**config.mk**
```make
export PLATFORM = sky130hd
export DESIGN_NAME = wb_stage
export DESIGN_NICKNAME = d
export VERILOG_FILES = /design/src/rtl/wb_stage_pkg.sv /design/src/rtl/wb_scoreboard.sv /design/src/rtl/wb_stage.sv
export SDC_FILE = /design/constraint.sdc
export NUM_CORES = 1
export LEC_CHECK = 0
export CORE_UTILIZATION = 47
export CTS_CLUSTER_DIAMETER = 50
export DETAILED_ROUTE_END_ITERATION = 8
export GPL_ROUTABILITY_DRIVEN = 0
export PLACE_DENSITY = 0.78
export SLEW_MARGIN = 40
export SYNTH_ARGS = -nofsm -noshare
export SYNTH_HDL_FRONTEND = slang
export SYNTH_HIERARCHICAL = 1
export SYNTH_SLANG_ARGS = --single-unit
```
**constraint.sdc**
```tcl
create_clock -name aclk -period 4.2 [get_ports aclk]
set_input_delay 0.84 -clock aclk [delete_from_list [all_inputs] [get_ports aclk]]
set_output_delay 0.84 -clock aclk [all_outputs]
set_load 0.005 [all_outputs]
```
**src/rtl/wb_stage_pkg.sv**
```systemverilog
// Shared CPU types for the writeback path: register index, data word, and the
// writeback source select used by the arbiter.
package cpuDefine;
    localparam int DATA_WIDTH = 32;
    localparam int GR_WIDTH   = 5;
    localparam int rfNum      = 32;

    typedef logic [GR_WIDTH-1:0]   Gr;
    typedef logic [DATA_WIDTH-1:0] DType;

    typedef enum logic [1:0] {
        WB_NONE = 2'd0,
        WB_ALU  = 2'd1,
        WB_BUF  = 2'd2,
        WB_LSU  = 2'd3
    } WbSrc;
endpackage

```
**src/rtl/wb_scoreboard.sv**
```systemverilog
// Busy-register scoreboard: set on long-latency issue, clear on LSU-sourced commit, set wins a tie.
// Stall query is combinational; busy/count update one cycle after the request.
module wb_scoreboard
    import cpuDefine::*;
#(
    parameter int GR_W    = GR_WIDTH,
    parameter int REG_NUM = rfNum
) (
    input  logic            clk,
    input  logic            rst_n,
    input  logic            i_set_vld,
    input  logic [GR_W-1:0] i_set_rd,
    input  logic            i_clr_vld,
    input  logic [GR_W-1:0] i_clr_rd,
    input  logic [GR_W-1:0] i_q_rj,
    input  logic [GR_W-1:0] i_q_rk,
    input  logic [GR_W-1:0] i_q_rd,
    output logic            o_issue_stall,
    output logic [GR_W:0]   o_pending_cnt
);

    logic [REG_NUM-1:0] r_busy;
    logic [GR_W:0]      r_cnt;
    logic               w_set;
    logic               w_same;
    logic               w_inc;
    logic               w_dec;

    // r0 is hardwired in the regfile, so it is never tracked.
    always_comb begin
        w_set  = i_set_vld && (i_set_rd != '0);
        w_same = w_set && i_clr_vld && (i_set_rd == i_clr_rd);
        w_inc  = w_set && !r_busy[i_set_rd];
        w_dec  = i_clr_vld && r_busy[i_clr_rd] && !w_same;
    end

    always_ff @(posedge clk or negedge rst_n) begin
        if (!rst_n) begin
            r_busy <= '0;
            r_cnt  <= '0;
        end else begin
            if (i_clr_vld) begin
                r_busy[i_clr_rd] <= 1'b0;
            end
            // Applied after the clear so a same-register tie stays busy.
            if (w_set) begin
                r_busy[i_set_rd] <= 1'b1;
            end
            case ({w_inc, w_dec})
                2'b10:   r_cnt <= r_cnt + 1'b1;
                2'b01:   r_cnt <= r_cnt - 1'b1;
                default: r_cnt <= r_cnt;
            endcase
        end
    end

    assign o_issue_stall = r_busy[i_q_rj] | r_busy[i_q_rk] | r_busy[i_q_rd];
    assign o_pending_cnt = r_cnt;

endmodule

```
**src/rtl/wb_stage.sv**
```systemverilog
// Writeback stage: ALU > skid buffer > direct LSU into one registered regfile write port, 1-cycle latency.
// ALU is never stalled; LSU sees lsu_ready=0 while the 1-entry skid buffer holds a result.
module wb_stage
    import cpuDefine::*;
#(
    parameter int DATA_W  = DATA_WIDTH,
    parameter int GR_W    = GR_WIDTH,
    parameter int REG_NUM = rfNum
) (
    input  logic              aclk,
    input  logic              aresetn,
    input  logic              alu_valid,
    input  logic              alu_we,
    input  logic [GR_W-1:0]   alu_rd,
    input  logic [DATA_W-1:0] alu_data,
    input  logic              lsu_valid,
    output logic              lsu_ready,
    input  logic [GR_W-1:0]   lsu_rd,
    input  logic [DATA_W-1:0] lsu_data,
    input  logic              iss_long_valid,
    input  logic [GR_W-1:0]   iss_long_rd,
    input  logic [GR_W-1:0]   q_rj,
    input  logic [GR_W-1:0]   q_rk,
    input  logic [GR_W-1:0]   q_rd,
    output logic              issue_stall,
    output logic              rf_we,
    output logic [GR_W-1:0]   rf_rd,
    output logic [DATA_W-1:0] rf_wdata,
    output logic [GR_W:0]     pending_cnt
);

    logic              r_buf_vld;
    logic [GR_W-1:0]   r_buf_rd;
    logic [DATA_W-1:0] r_buf_dat;
    logic              r_rf_we;
    logic [GR_W-1:0]   r_rf_rd;
    logic [DATA_W-1:0] r_rf_wdata;

    logic              w_alu_win;
    logic              w_lsu_xfer;
    WbSrc              w_sel;
    logic [GR_W-1:0]   w_win_rd;
    logic [DATA_W-1:0] w_win_dat;
    logic              w_clr_vld;

    assign lsu_ready  = !r_buf_vld;
    assign w_alu_win  = alu_valid && alu_we;
    assign w_lsu_xfer = lsu_valid && lsu_ready;

    always_comb begin
        w_sel     = WB_NONE;
        w_win_rd  = r_rf_rd;
        w_win_dat = r_rf_wdata;
        if (w_alu_win) begin
            w_sel     = WB_ALU;
            w_win_rd  = alu_rd;
            w_win_dat = alu_data;
        end else if (r_buf_vld) begin
            w_sel     = WB_BUF;
            w_win_rd  = r_buf_rd;
            w_win_dat = r_buf_dat;
        end else if (w_lsu_xfer) begin
            w_sel     = WB_LSU;
            w_win_rd  = lsu_rd;
            w_win_dat = lsu_data;
        end
    end

    // A transfer can only happen with the buffer empty, so load and drain never collide.
    always_ff @(posedge aclk or negedge aresetn) begin
        if (!aresetn) begin
            r_buf_vld <= 1'b0;
            r_buf_rd  <= '0;
            r_buf_dat <= '0;
        end else if (w_lsu_xfer && w_alu_win) begin
            r_buf_vld <= 1'b1;
            r_buf_rd  <= lsu_rd;
            r_buf_dat <= lsu_data;
        end else if (w_sel == WB_BUF) begin
            r_buf_vld <= 1'b0;
        end
    end

    always_ff @(posedge aclk or negedge aresetn) begin
        if (!aresetn) begin
            r_rf_we    <= 1'b0;
            r_rf_rd    <= '0;
            r_rf_wdata <= '0;
        end else begin
            r_rf_we    <= (w_sel != WB_NONE);
            r_rf_rd    <= w_win_rd;
            r_rf_wdata <= w_win_dat;
        end
    end

    assign rf_we    = r_rf_we;
    assign rf_rd    = r_rf_rd;
    assign rf_wdata = r_rf_wdata;

    // Busy clears on the edge the LSU value enters rf_*; the regfile bypass covers the next read.
    assign w_clr_vld = (w_sel == WB_BUF) || (w_sel == WB_LSU);

    wb_scoreboard #(
        .GR_W    (GR_W),
        .REG_NUM (REG_NUM)
    ) u_scoreboard (
        .clk           (aclk),
        .rst_n         (aresetn),
        .i_set_vld     (iss_long_valid),
        .i_set_rd      (iss_long_rd),
        .i_clr_vld     (w_clr_vld),
        .i_clr_rd      (w_win_rd),
        .i_q_rj        (q_rj),
        .i_q_rk        (q_rk),
        .i_q_rd        (q_rd),
        .o_issue_stall (issue_stall),
        .o_pending_cnt (pending_cnt)
    );

endmodule

```
==> reports/metrics.yaml, run 1 <==
timing:
  period_needed_ns: 4.05
  final_min_period_over_clock_period_pct: 96.5
  slew_headroom_pct: 50.8
  finalClockSkew_ns: 0.0101
  minimum_setup_slack_in_the_final_design_ns: 0.148
  maxClockFrequency_ghz: 0.247
  setup_repair_after_global_routing_missed_its_margin: "false"
  worstMarginPinSlew_ns: 0.738
  setup_viol_count_final: 0
  fin_setup_tns_ns: 0
  hold_viol_final: 0
  maxSlewViolCount: 0
cells_and_area:
  layoutNonFillerInstCount: 981
  antenna_cells: 0
  finish.net_count: 894
  syn_to_final_growth_pct: 36.5
  layout_commonest_cell: "sky130_fd_sc_hd__clkdlybuf4s50_1"
  mostFrequentLayoutCells: "sky130_fd_sc_hd__clkdlybuf4s50_1, sky130_fd_sc_hd__o21ai_0, sky130_fd_sc_hd__dfrtp_1"
  finished_cell_area_sq_mm: 0.00924
  final_layout_size_suffix_gt1_share_pct: 21.5
floorplanning:
  initial_core_util_pct: 48.4
  die_h_um: 122
  floorplan.die_area_sq_mm: 0.0149
  design.core.area_sq_mm: 0.0140
  boundaryPins: 146
  chipWidth_um: 122
  rows: 43
setup_path:
  critPathMaxStageDelay_ns: 0.50
  worst-setup-path-type: "in2reg"
  endpoint_kind_of_the_worst_setup_timing_path: "flop"
  timing.critical_path.cells: "clkdlybuf4s50_1 -> nand2_2 -> o21ai_0 -> o21ai_2 -> buf_12 -> mux4_2 -> nand3_1 -> o21ai_0 -> nor4_1 -> nor2_1 -> ha_2 -> ha_1 -> a21o_1 -> a21oi_1 -> or4_1 -> nand3_1 -> xor2_1"
  worstSetupStartpointType: "primary input"
  worst_endpoint_required_time_ns: 4.55
  top_fanout_value_on_the_critical_path: 10
  critPathSlowestCell: "sky130_fd_sc_hd__mux4_2"
  cp.arrival_ns: 4.40
clocking:
  cts-htree-levels: 4
  source_to_sink_clock_delay_at_the_later_pin_of_the_worst_skew_pair_ns: 0.42
  total_cts_buffers: 17
  cts_num_sinks: 114
  cts-root-buf: "sky130_fd_sc_hd__clkbuf_16"
  cts_hold_repair.buffers: 0
  clkTransAtPathRegs_ns: 0.06
  cts-root-to-sink-buffers: 2
  tritoncts: "done"
power_and_ir_drop:
  powerDensity_mw_per_mm2: 478
  p_leak_nw: 3.83
  p_sw_share_pct: 30.5
  seqPwrFrac_pct: 37.4
  combinationalPowerShare_pct: 30.1
  internal-power_w: 0.00307
  switching_power_w: 0.00135
  power.share.clock_pct: 32.5
  worst_ir_drop_vdd_mv: 0.312
placed_design:
  dp_hpwl_um: 14000
  post_placement_cell_area_sq_mm: 0.00862
  port_buffers: 145
  post-place-ws_ns: -0.286
  post-place-cells: 948
grt:
  number_of_global_route_vias_before_repair: 6117
  grt_pass1_wl_um: 32300
  grtUsageTotal_pct: 28.8
  globalRouteOverflowTotal: 0
  antenna_found_initial: 0
  grt_max_degree: 68
drt:
  route.antenna.remaining_nets: 0
  drt-pass1-iter-count: 5
  wirelength_um: 20300
  drc_errors: 0
  avgViaCountPerCell: 6.09
  detail_route.wl_per_cell_um: 20.7
  dr.first_iter.drc_count: 754
  vias: 5973
synthesis:
  synth.distinct_cells: 51
  avgSynthCellArea_sq_um: 10.9
  synth.yosys.warnings: 6
  synth_enable_flop_cells: 0
  synth_sequential_area_ratio_pct: 42.1
  synth_seq_cells: 114
  post_synth_instance_area_sq_mm: 0.00677
  synth_nets: 728
  post_synthesis_cells: 622
  ys.flop_type: "sky130_fd_sc_hd__dfrtp_1"
  share_of_async_settable_or_async_resettable_flops_after_synthesis_pct: 100
run_status:
  status: "finished, final reports clean"
min_path:
  hp-class: "in2async"
flow_run:
  maxCapViolations: 0
[sequential cells by signal, summed over array words and instances, names as in the netlist]
signal and cells:
r_buf_dat 32, u_scoreboard/o_pending_cnt 6, rf_wdata 32, r_buf_vld 1, rf_rd 5, rf_we 1
u_scoreboard/r_busy 32, r_buf_rd 5
[per-stage QoR]
| step | utilization [%] | power (W) | hold WS [ns] |
|---|---|---|---|
| after floorplan | - | 0.00232 | 0.465 |
| after global placement | 61.6 | 0.00288 | 0.473 |
| after detailed placement | 61.6 | 0.00294 | 0.468 |
| after CTS | 65.9 | 0.00440 | 0.485 |
| after global routing | 66.1 | 0.00460 | 0.455 |
| final | 66.1 | 0.00442 | 0.412 |
[Yosys cell counts, types with 4 or more instances]
| cell type | instances | area, sq um |
|---|---|---|
| sky130_fd_sc_hd__inv_1 | 14 | 52.6 |
| sky130_fd_sc_hd__a211oi_1 | 37 | 278 |
| sky130_fd_sc_hd__mux4_2 | 40 | 901 |
| sky130_fd_sc_hd__nor2b_1 | 39 | 244 |
| sky130_fd_sc_hd__nor4_1 | 4 | 25.0 |
| sky130_fd_sc_hd__buf_2 | 9 | 45.0 |
| sky130_fd_sc_hd__nor3_1 | 4 | 20.0 |
| sky130_fd_sc_hd__mux2i_1 | 9 | 90.1 |
| sky130_fd_sc_hd__nor2_1 | 7 | 26.3 |
| sky130_fd_sc_hd__ha_1 | 5 | 62.6 |
| sky130_fd_sc_hd__dfrtp_1 | 114 | 2850 |
| sky130_fd_sc_hd__o21ai_0 | 140 | 701 |
| sky130_fd_sc_hd__nand3b_1 | 8 | 60.1 |
| sky130_fd_sc_hd__or3b_2 | 4 | 35.0 |
| sky130_fd_sc_hd__xor2_1 | 5 | 43.8 |
| sky130_fd_sc_hd__clkbuf_1 | 26 | 97.6 |
| sky130_fd_sc_hd__mux2_4 | 30 | 450 |
| sky130_fd_sc_hd__nand2_1 | 52 | 195 |
| sky130_fd_sc_hd__buf_4 | 6 | 45.0 |
| sky130_fd_sc_hd__nand3_1 | 8 | 40.0 |
| sky130_fd_sc_hd__xnor2_1 | 5 | 43.8 |
| sky130_fd_sc_hd__mux2_2 | 9 | 101 |
[layer usage]
layer,up-vias,GRT usage [%],part of all wire [%]
met5,-,0,0
met4,0,11.5,2.8
met3,62,6.79,9.1
met2,349,46.6,48
met1,2909,37.1,40
li1,2653,-,-
[worst paths after layout]
check,start,to,slack (ns),cells after the start
setup / recovery,alu_valid,u_scoreboard/o_pending_cnt[5]$_DFFE_PN0P_,0.15,17
hold / removal,aresetn,rf_wdata[11]$_DFFE_PN0P_,0.41,1
setup reg to reg,r_buf_vld$_DFFE_PN0P_,u_scoreboard/o_pending_cnt[5]$_DFFE_PN0P_,0.46,16
hold reg to reg,u_scoreboard/o_pending_cnt[5]$_DFFE_PN0P_,u_scoreboard/o_pending_cnt[5]$_DFFE_PN0P_,0.49,1
max in group asynchronous,aresetn,u_scoreboard/r_busy[9]$_DFF_PN0_,3.01,2
min in group aclk,u_scoreboard/o_pending_cnt[5]$_DFFE_PN0P_,u_scoreboard/o_pending_cnt[5]$_DFFE_PN0P_,0.49,1
[timing repair]
| item | CTS | global route |
|---|---|---|
| setup buffers | 0 | 1 |
| endpoints found under the setup margin | 0 | 2 |
| resized for setup | 0 | 4 |
[worst max-delay path, delay by kind of cell]
family,cells,cell delay (ns)
muxes,1,0.50
xor gates and xnor gates,1,0.14
buffers and inverters,2,0.60
and+or+nand+nor,6,1.24
AOI/OAI and AO/OA,5,0.54
adders and majority gates,2,0.52
[cell families (layout without fill, tap and decap cells)]
logic type                 Yosys count  in the layout  synth area share, %
xor gates and xnor gates            10             10                 1.29
muxes                               88             88                 22.8
AOI/OAI and AO/OA                  195            195                 16.3
buffers and inverters               62            241                 4.29
adders and majority gates            6              6                 1.22
DFF                                114            114                 42.1
and+or+nand+nor                    147            147                 12.0
[power groups by stage]
| stage | registers, W | clock network (W) | logic, W |
|---|---|---|---|
| 2_1_floorplan | 0.00152 | 0 | 0.000792 |
| 3_3_place_gp | 0.00163 | 0 | 0.00126 |
| 3_5_place_dp | 0.00164 | 0 | 0.00130 |
| 4_1_cts | 0.00163 | 0.00145 | 0.00132 |
| 5_1_grt | 0.00167 | 0.00150 | 0.00143 |
| 6_report | 0.00165 | 0.00144 | 0.00133 |
[final cells by class]
class	count	area, sq um
clock buffer	20	467
clock inverter	12	130
fill	1036	4750
inverter	15	56.3
multi-input combinational	446	3640
sequential	114	2850
tap	180	225
timing repair buffer	194	1870
(Power assumes the default switching activity.)
==> run 2, diff against run 1 <==
--- a/config.mk
+++ b/config.mk
@@ -15,3 +15,4 @@
 export SYNTH_HDL_FRONTEND = slang
 export SYNTH_HIERARCHICAL = 1
 export SYNTH_SLANG_ARGS = --single-unit
+export TNS_END_PERCENT = 50
==> run 2 against run 1 <==
Against the previous run:
- total power increased by 0.10%
- non-clock buffer count decreased by 1
- final cell count decreased by 0.10%
- critical path depth unchanged
- clock power about the same
- core utilization decreased by 0.054 points
- fmax increased by 0.16%
- routed wire length increased by 0.63%
- final area about the same
- die area unchanged
- largest cell class unchanged
==> reports/metrics.yaml, run 2 (synthesis results as in run 1) <==
setup_path:
  critPathMaxStageDelay_ns: 0.51  # about the same
  reg2regPathDepth: 16  # unchanged
  worstSetupStartpointType: "primary input"
  r2r_start: "r_buf_vld$_DFFE_PN0P_"
  worst_endpoint_required_time_ns: 4.55  # about the same
  worst-setup-path-type: "in2reg"
  worst_r2r_endpoint: "u_scoreboard/o_pending_cnt[5]$_DFFE_PN0P_"
  endpoint_kind_of_the_worst_setup_timing_path: "flop"
  timing.critical_path.cells: "clkdlybuf4s50_1 -> nand2_2 -> o21ai_0 -> o21ai_2 -> buf_12 -> mux4_2 -> nand3_1 -> o21ai_0 -> nor4_1 -> nor2_1 -> ha_2 -> ha_1 -> a21o_1 -> a21oi_1 -> or4_1 -> nand3_1 -> xor2_1"
  worst-r2r-setup-slack_ns: 0.47  # about the same
  cp.arrival_ns: 4.39  # about the same
  top_fanout_value_on_the_critical_path: 10  # unchanged
  critPathSlowestCell: "sky130_fd_sc_hd__mux4_2"
timing:
  finalClockSkew_ns: 0.0108  # +0.000705 ns
  minimum_setup_slack_in_the_final_design_ns: 0.155  # +0.00627 ns
  setup_viol_count_final: 0  # unchanged
  setup_repair_after_global_routing_missed_its_margin: "false"
  worstMarginPinSlew_ns: 0.739  # +0.000457 ns
  final_min_period_over_clock_period_pct: 96.3  # -0.15 points
  slew_headroom_pct: 50.8  # about the same
  maxClockFrequency_ghz: 0.247  # +0.16%
  maxSlewViolCount: 0  # unchanged
  period_needed_ns: 4.05  # -0.00627 ns
  hold_viol_final: 0  # unchanged
clocking:
  clkTransAtPathRegs_ns: 0.06  # about the same
  cts-htree-levels: 4  # unchanged
  cts_num_sinks: 114  # unchanged
  cts-root-buf: "sky130_fd_sc_hd__clkbuf_16"
  cts.repair.resized: 0  # unchanged
  tritoncts: "done"
  cts-root-to-sink-buffers: 2  # unchanged
  source_to_sink_clock_delay_at_the_later_pin_of_the_worst_skew_pair_ns: 0.42  # about the same
  cts_hold_repair.buffers: 0  # unchanged
  post_cts.repair.setup_buffers: 0  # unchanged
  total_cts_buffers: 17  # unchanged
power_and_ir_drop:
  power.share.clock_pct: 32.4  # about the same
  p_total_w: 0.00442  # +0.10%
  p_leak_nw: 3.82  # -0.12%
  p_sw_share_pct: 30.6  # +0.11 points
  combinationalPowerShare_pct: 30.1  # about the same
  internal-power_w: 0.00307  # about the same
  worst_ir_drop_vdd_mv: 0.309  # -1.0%
  seqPwrFrac_pct: 37.5  # about the same
  switching_power_w: 0.00135  # +0.45%
  powerDensity_mw_per_mm2: 479  # +0.19%
floorplanning:
  floorplan.die_area_sq_mm: 0.0149  # unchanged
  die_h_um: 122  # unchanged
  rows: 43  # unchanged
  design.core.area_sq_mm: 0.0140  # unchanged
  boundaryPins: 146  # unchanged
  chipWidth_um: 122  # unchanged
  initial_core_util_pct: 48.4  # unchanged
grt:
  grt_max_degree: 68  # unchanged
  number_of_global_route_vias_before_repair: 6117  # unchanged
  antenna_found_initial: 0  # unchanged
  grtUsageTotal_pct: 28.8  # unchanged
  globalRouteOverflowTotal: 0  # unchanged
  grt_pass1_wl_um: 32300  # unchanged
drt:
  route.antenna.remaining_nets: 0  # unchanged
  drt-pass1-iter-count: 9  # +4
  dr.first_iter.drc_count: 748  # -0.80%
  avgViaCountPerCell: 6.18  # +1.5%
  vias: 6055  # +1.4%
  wirelength_um: 20400  # +0.63%
  detail_route.wl_per_cell_um: 20.8  # +0.73%
  drc_errors: 0  # unchanged
cells_and_area:
  antenna_cells: 0  # unchanged
  mostFrequentLayoutCells: "sky130_fd_sc_hd__clkdlybuf4s50_1, sky130_fd_sc_hd__o21ai_0, sky130_fd_sc_hd__dfrtp_1"
  finish.net_count: 893  # -0.11%
  syn_to_final_growth_pct: 36.4  # about the same
  final_layout_size_suffix_gt1_share_pct: 21.4  # -0.098 points
  layout_commonest_cell: "sky130_fd_sc_hd__clkdlybuf4s50_1"
placed_design:
  port_buffers: 145  # unchanged
  dp_hpwl_um: 14000  # unchanged
  post-place-ws_ns: -0.286  # unchanged
run_status:
  status: "finished, final reports clean"
flow_run:
  maxCapViolations: 0  # unchanged
min_path:
  hp-class: "in2async"
run 2: cell count changes in the layout (fill, tap and decap cells not counted):
cell,previous run,this run
sky130_fd_sc_hd__buf_4,45,44
run 2: routing by layer:
layer	vias to the layer above	GRT usage, %	part of all wire [%]
met5	-	0	0
met4	0	11.5	2.8
met3	68	6.79	9.6
met2	395	46.6	48
met1	2939	37.1	40
li1	2653	-	-
run 2: how the worst max path moves through the flow:
| stage | startpoint | to | slack [ns] | cells past startpoint |
|---|---|---|---|---|
| after global placement | alu_valid | u_scoreboard/o_pending_cnt[5]$_DFFE_PN0P_ | -0.22 | 17 |
| after CTS | q_rj[1] | issue_stall | 0.1 | 7 |
| after global routing | alu_we | u_scoreboard/o_pending_cnt[5]$_DFFE_PN0P_ | 0.006 | 17 |
| after floorplan | lsu_valid | u_scoreboard/o_pending_cnt[5]$_DFFE_PN0P_ | 0.009 | 18 |
| final | alu_we | u_scoreboard/o_pending_cnt[5]$_DFFE_PN0P_ | 0.15 | 17 |
| after detailed placement | alu_we | u_scoreboard/o_pending_cnt[5]$_DFFE_PN0P_ | -0.29 | 17 |
run 2: area by class of cell:
cell class,count,area [sq um]
Timing Repair Buffer,193,1860
Clock buffer,20,467
Multi-Input combinational cell,446,3640
Sequential cell,114,2850
Tap cell,180,225
Clock inverter,12,130
Inverter,15,56.3
Fill cell,1036,4750
run 2: power by group through the flow:
stage	Clock (W)	Sequential, W	Combinational (W)
finish	0.00143	0.00166	0.00133
global route	0.00150	0.00167	0.00143
CTS	0.00145	0.00163	0.00132
detailed placement	0	0.00164	0.00130
global placement	0	0.00163	0.00126
floorplan	0	0.00152	0.000792
run 2: critical path: cells and delay by family:
family | cells | cell delay, ns
AO/OA/AOI/OAI | 5 | 0.54
XOR/XNOR | 1 | 0.14
adder cells (fa/ha/maj) | 2 | 0.52
buffers and inverters | 2 | 0.61
multiplexers | 1 | 0.51
AND/OR/NAND/NOR | 6 | 1.22
run 2: per-stage QoR:
stage / TNS (ns) / hold slack, ns / utilization, % / instance area [sq um] / std cells
5_1_grt: 0 / 0.455 / 66.0 / 9230 / 980
6_report: 0 / 0.407 / 66.0 / 9230 / 980
3_5_place_dp: -0.493 / 0.468 / 61.6 / 8620 / 948
4_1_cts: 0 / 0.485 / 65.9 / 9220 / 980
3_3_place_gp: -0.374 / 0.473 / 61.6 / 8620 / 948
2_1_floorplan: 0 / 0.465 / - / 6790 / 622
==> run 3, diff against run 2 <==
--- a/config.mk
+++ b/config.mk
@@ -13,6 +13,5 @@
 export SLEW_MARGIN = 40
 export SYNTH_ARGS = -nofsm -noshare
 export SYNTH_HDL_FRONTEND = slang
-export SYNTH_HIERARCHICAL = 1
 export SYNTH_SLANG_ARGS = --single-unit
 export TNS_END_PERCENT = 50
==> run 3 against run 2 <==
Against the previous run:
- non-clock buffer count rose by 15
- fmax up 0.16%
- clock skew down 0.00083 ns
- sequential share of layout area down 0.062 points
- clock power is essentially flat
- setup slack gained 0.0063 ns
- sequential power about the same
- core utilization is 0.67 points higher
- critical path depth shrank 10
- critical endpoint is now issue_stall
- largest power group unchanged
==> reports/metrics.yaml, run 3 <==
clocking:
  cts-root-to-sink-buffers: 2  # unchanged
  cts_hold_repair.buffers: 0  # unchanged
  total_cts_buffers: 17  # unchanged
  post_cts.repair.setup_buffers: 0  # unchanged
  cts-htree-levels: 4  # unchanged
  source_to_sink_clock_delay_at_the_later_pin_of_the_worst_skew_pair_ns: 0.41  # about the same
  clkTransAtPathRegs_ns: 0.06  # about the same
  tritoncts: "done"
  cts_num_sinks: 114  # unchanged
  cts-root-buf: "sky130_fd_sc_hd__clkbuf_16"
timing:
  hold_viol_final: 0  # unchanged
  slew_headroom_pct: 56.4  # +5.7 points
  setup_viol_count_final: 0  # unchanged
  period_needed_ns: 4.04  # -0.00634 ns
  setup_repair_after_global_routing_missed_its_margin: "false"
  final_min_period_over_clock_period_pct: 96.2  # -0.15 points
  maxClockFrequency_ghz: 0.248  # +0.16%
  maxSlewViolCount: 0  # unchanged
  worstMarginPinSlew_ns: 0.653  # -0.0854 ns
  fin_hold_ws_ns: 0.457  # +0.0498 ns
  finalClockSkew_ns: 0.00994  # -0.000830 ns
placed_design:
  port_buffers: 145  # unchanged
  post_placement_cell_area_sq_mm: 0.00866  # +0.44%
  dp_hpwl_um: 14700  # +5.0%
grt:
  grt_most_used_layer: "met2"
  globalRouteMet3Util_pct: 6.20  # -0.59 points
  antenna_found_initial: 0  # unchanged
  grt_pass1_wl_um: 32000  # -0.94%
  grtUsageTotal_pct: 28.5  # -0.21 points
  grt_max_degree: 53  # -22%
  number_of_global_route_vias_before_repair: 6288  # +2.8%
  globalRouteOverflowTotal: 0  # unchanged
  met2_usage_pct: 45.9  # -0.72 points
  use_met1_pct: 36.4  # -0.70 points
setup_path:
  r2r_start: "r_buf_vld$_DFFE_PN0P_"
  cp.arrival_ns: 3.20  # -1.19 ns
  worst_r2r_endpoint: "u_scoreboard.o_pending_cnt[5]$_DFFE_PN0P_"
  worst_endpoint_required_time_ns: 3.36  # -1.19 ns
  worst-setup-path-type: "in2out"
  endpoint_kind_of_the_worst_setup_timing_path: "output port"
  critPathSlowestCell: "sky130_fd_sc_hd__clkdlybuf4s50_1"
  reg2regPathDepth: 17  # +1
  worst-r2r-setup-slack_ns: 0.47  # about the same
  timing.critical_path.cells: "clkdlybuf4s50_1 -> buf_12 -> mux4_2 -> mux4_2 -> mux2i_1 -> nand3_1 -> clkdlybuf4s50_1"
  critPathMaxStageDelay_ns: 0.51  # about the same
  top_fanout_value_on_the_critical_path: 8  # -2
  worstSetupStartpointType: "primary input"
power_and_ir_drop:
  powerDensity_mw_per_mm2: 476  # -0.62%
  p_total_w: 0.00441  # -0.38%
  p_leak_nw: 3.89  # +1.8%
  worst_ir_drop_vdd_mv: 0.250  # -19%
floorplanning:
  floorplan.die_area_sq_mm: 0.0147  # -1.5%
  die_h_um: 121  # -0.77%
  initial_core_util_pct: 48.0  # -0.38 points
  chipWidth_um: 121  # -0.77%
  boundaryPins: 146  # unchanged
  design.core.area_sq_mm: 0.0139  # -0.77%
  rows: 43  # unchanged
drt:
  dr.first_iter.drc_count: 758  # +1.3%
  drt-pass1-iter-count: 6  # -3
  vias: 6070  # +0.25%
  route.antenna.remaining_nets: 0  # unchanged
  detail_route.wl_per_cell_um: 20.2  # -3.0%
  drc_errors: 0  # unchanged
  avgViaCountPerCell: 6.06  # -2.0%
  wirelength_um: 20200  # -0.85%
synthesis:
  synth.distinct_cells: 53  # +3.9%
  synth.yosys.warnings: 0  # -6
  synth_top_area_share_pct: 42.8  # +0.66 points
  post_synthesis_cells: 624  # +0.32%
  avgSynthCellArea_sq_um: 10.7  # -1.9%
  synth_nets: 730  # +0.27%
  post_synth_instance_area_sq_mm: 0.00667  # -1.6%
  synthTopCellsByArea: "sky130_fd_sc_hd__dfrtp_1, sky130_fd_sc_hd__mux4_2, sky130_fd_sc_hd__o21ai_0"
  share_of_async_settable_or_async_resettable_flops_after_synthesis_pct: 100  # unchanged
  yosysMostFrequentCell: "sky130_fd_sc_hd__dfrtp_1"
  ys.flop_type: "sky130_fd_sc_hd__dfrtp_1"
  synth_seq_cells: 114  # unchanged
  synth_sequential_area_ratio_pct: 42.8  # +0.66 points
  synth_common_cells: "sky130_fd_sc_hd__dfrtp_1, sky130_fd_sc_hd__o21ai_0, sky130_fd_sc_hd__nand2_1, sky130_fd_sc_hd__mux2i_1, sky130_fd_sc_hd__mux2_2"
  synth_enable_flop_cells: 0  # unchanged
  post-synth-top-area-cell: "sky130_fd_sc_hd__dfrtp_1"
run_status:
  status: "finished, final reports clean"
cells_and_area:
  finish.net_count: 915  # +2.5%
  antenna_cells: 0  # unchanged
  syn_to_final_growth_pct: 38.9
  final_layout_size_suffix_gt1_share_pct: 23.1  # +1.7 points
  finished_cell_area_sq_mm: 0.00926  # +0.24%
  mostFrequentLayoutCells: "sky130_fd_sc_hd__clkdlybuf4s50_1, sky130_fd_sc_hd__dfrtp_1, sky130_fd_sc_hd__o21ai_0"
  layout_commonest_cell: "sky130_fd_sc_hd__clkdlybuf4s50_1"
min_path:
  hp-class: "in2async"
flow_run:
  maxCapViolations: 0  # unchanged
## run 3: layer usage
metal,wire (um),vias up,share of wire [%]
li1,-,2674,-
met1,7830,2951,39
met2,9780,352,48
met3,1760,93,8.7
met4,861,0,4.3
met5,0,-,0
## run 3: cell families (layout without fill, tap and decap cells)
logic type / Yosys count / in the layout / share of synthesized area [%]
AOI/OAI and AO/OA: 170 / 170 / 14.5
xor gates and xnor gates: 9 / 9 / 1.18
adders and majority gates: 6 / 6 / 1.24
buffers and inverters: 52 / 250 / 3.64
DFF: 114 / 114 / 42.8
muxes: 120 / 120 / 26.0
and+or+nand+nor: 153 / 153 / 10.6
## run 3: final cells by class
cell class | instances | area, sq um
Clock inverter | 9 | 105
Multi-Input combinational cell | 458 | 3590
Tap cell | 180 | 225
Timing Repair Buffer | 208 | 1970
Fill cell | 1052 | 4620
Inverter | 10 | 37.5
Sequential cell | 114 | 2850
Clock buffer | 23 | 478
## run 3: how the worst max path moves through the flow
stage	start	endpoint	slack, ns	cells past startpoint
finish	q_rk[0]	issue_stall	0.16	7
CTS	alu_valid	u_scoreboard.o_pending_cnt[5]$_DFFE_PN0P_	0.11	17
global route	alu_valid	u_scoreboard.o_pending_cnt[5]$_DFFE_PN0P_	0.05	18
detailed placement	alu_valid	u_scoreboard.o_pending_cnt[5]$_DFFE_PN0P_	-0.31	17
floorplan	iss_long_rd[0]	u_scoreboard.o_pending_cnt[5]$_DFFE_PN0P_	0.11	15
global placement	alu_valid	u_scoreboard.o_pending_cnt[5]$_DFFE_PN0P_	-0.13	18
## run 3: stage by stage
stage	instances	util, %	setup TNS, ns	setup WS [ns]
finish	1002	66.7	0	0.161
global route	1002	66.7	0	0.0484
CTS	1002	66.6	0	0.114
detailed placement	970	62.4	-0.483	-0.311
global placement	970	62.4	-0.135	-0.135
floorplan	624	-	0	0.112
## run 3: repair_timing
action	4_1_cts	5_1_grt
resized for setup	0	3
endpoints found under the setup margin	0	1
hold endpoints to repair	0	0
## run 3: critical path, delay by kind of cell
| kind | cells | cell delay, ns |
|---|---|---|
| buf+inv | 3 | 1.11 |
| mux | 3 | 1.15 |
| simple gates | 1 | 0.09 |
## run 3: where the power goes
part	internal (W)	switching (W)	total, W
Combinational	0.000784	0.000536	0.00132
Sequential	0.00135	0.000317	0.00167
Clock	0.000917	0.000505	0.00142
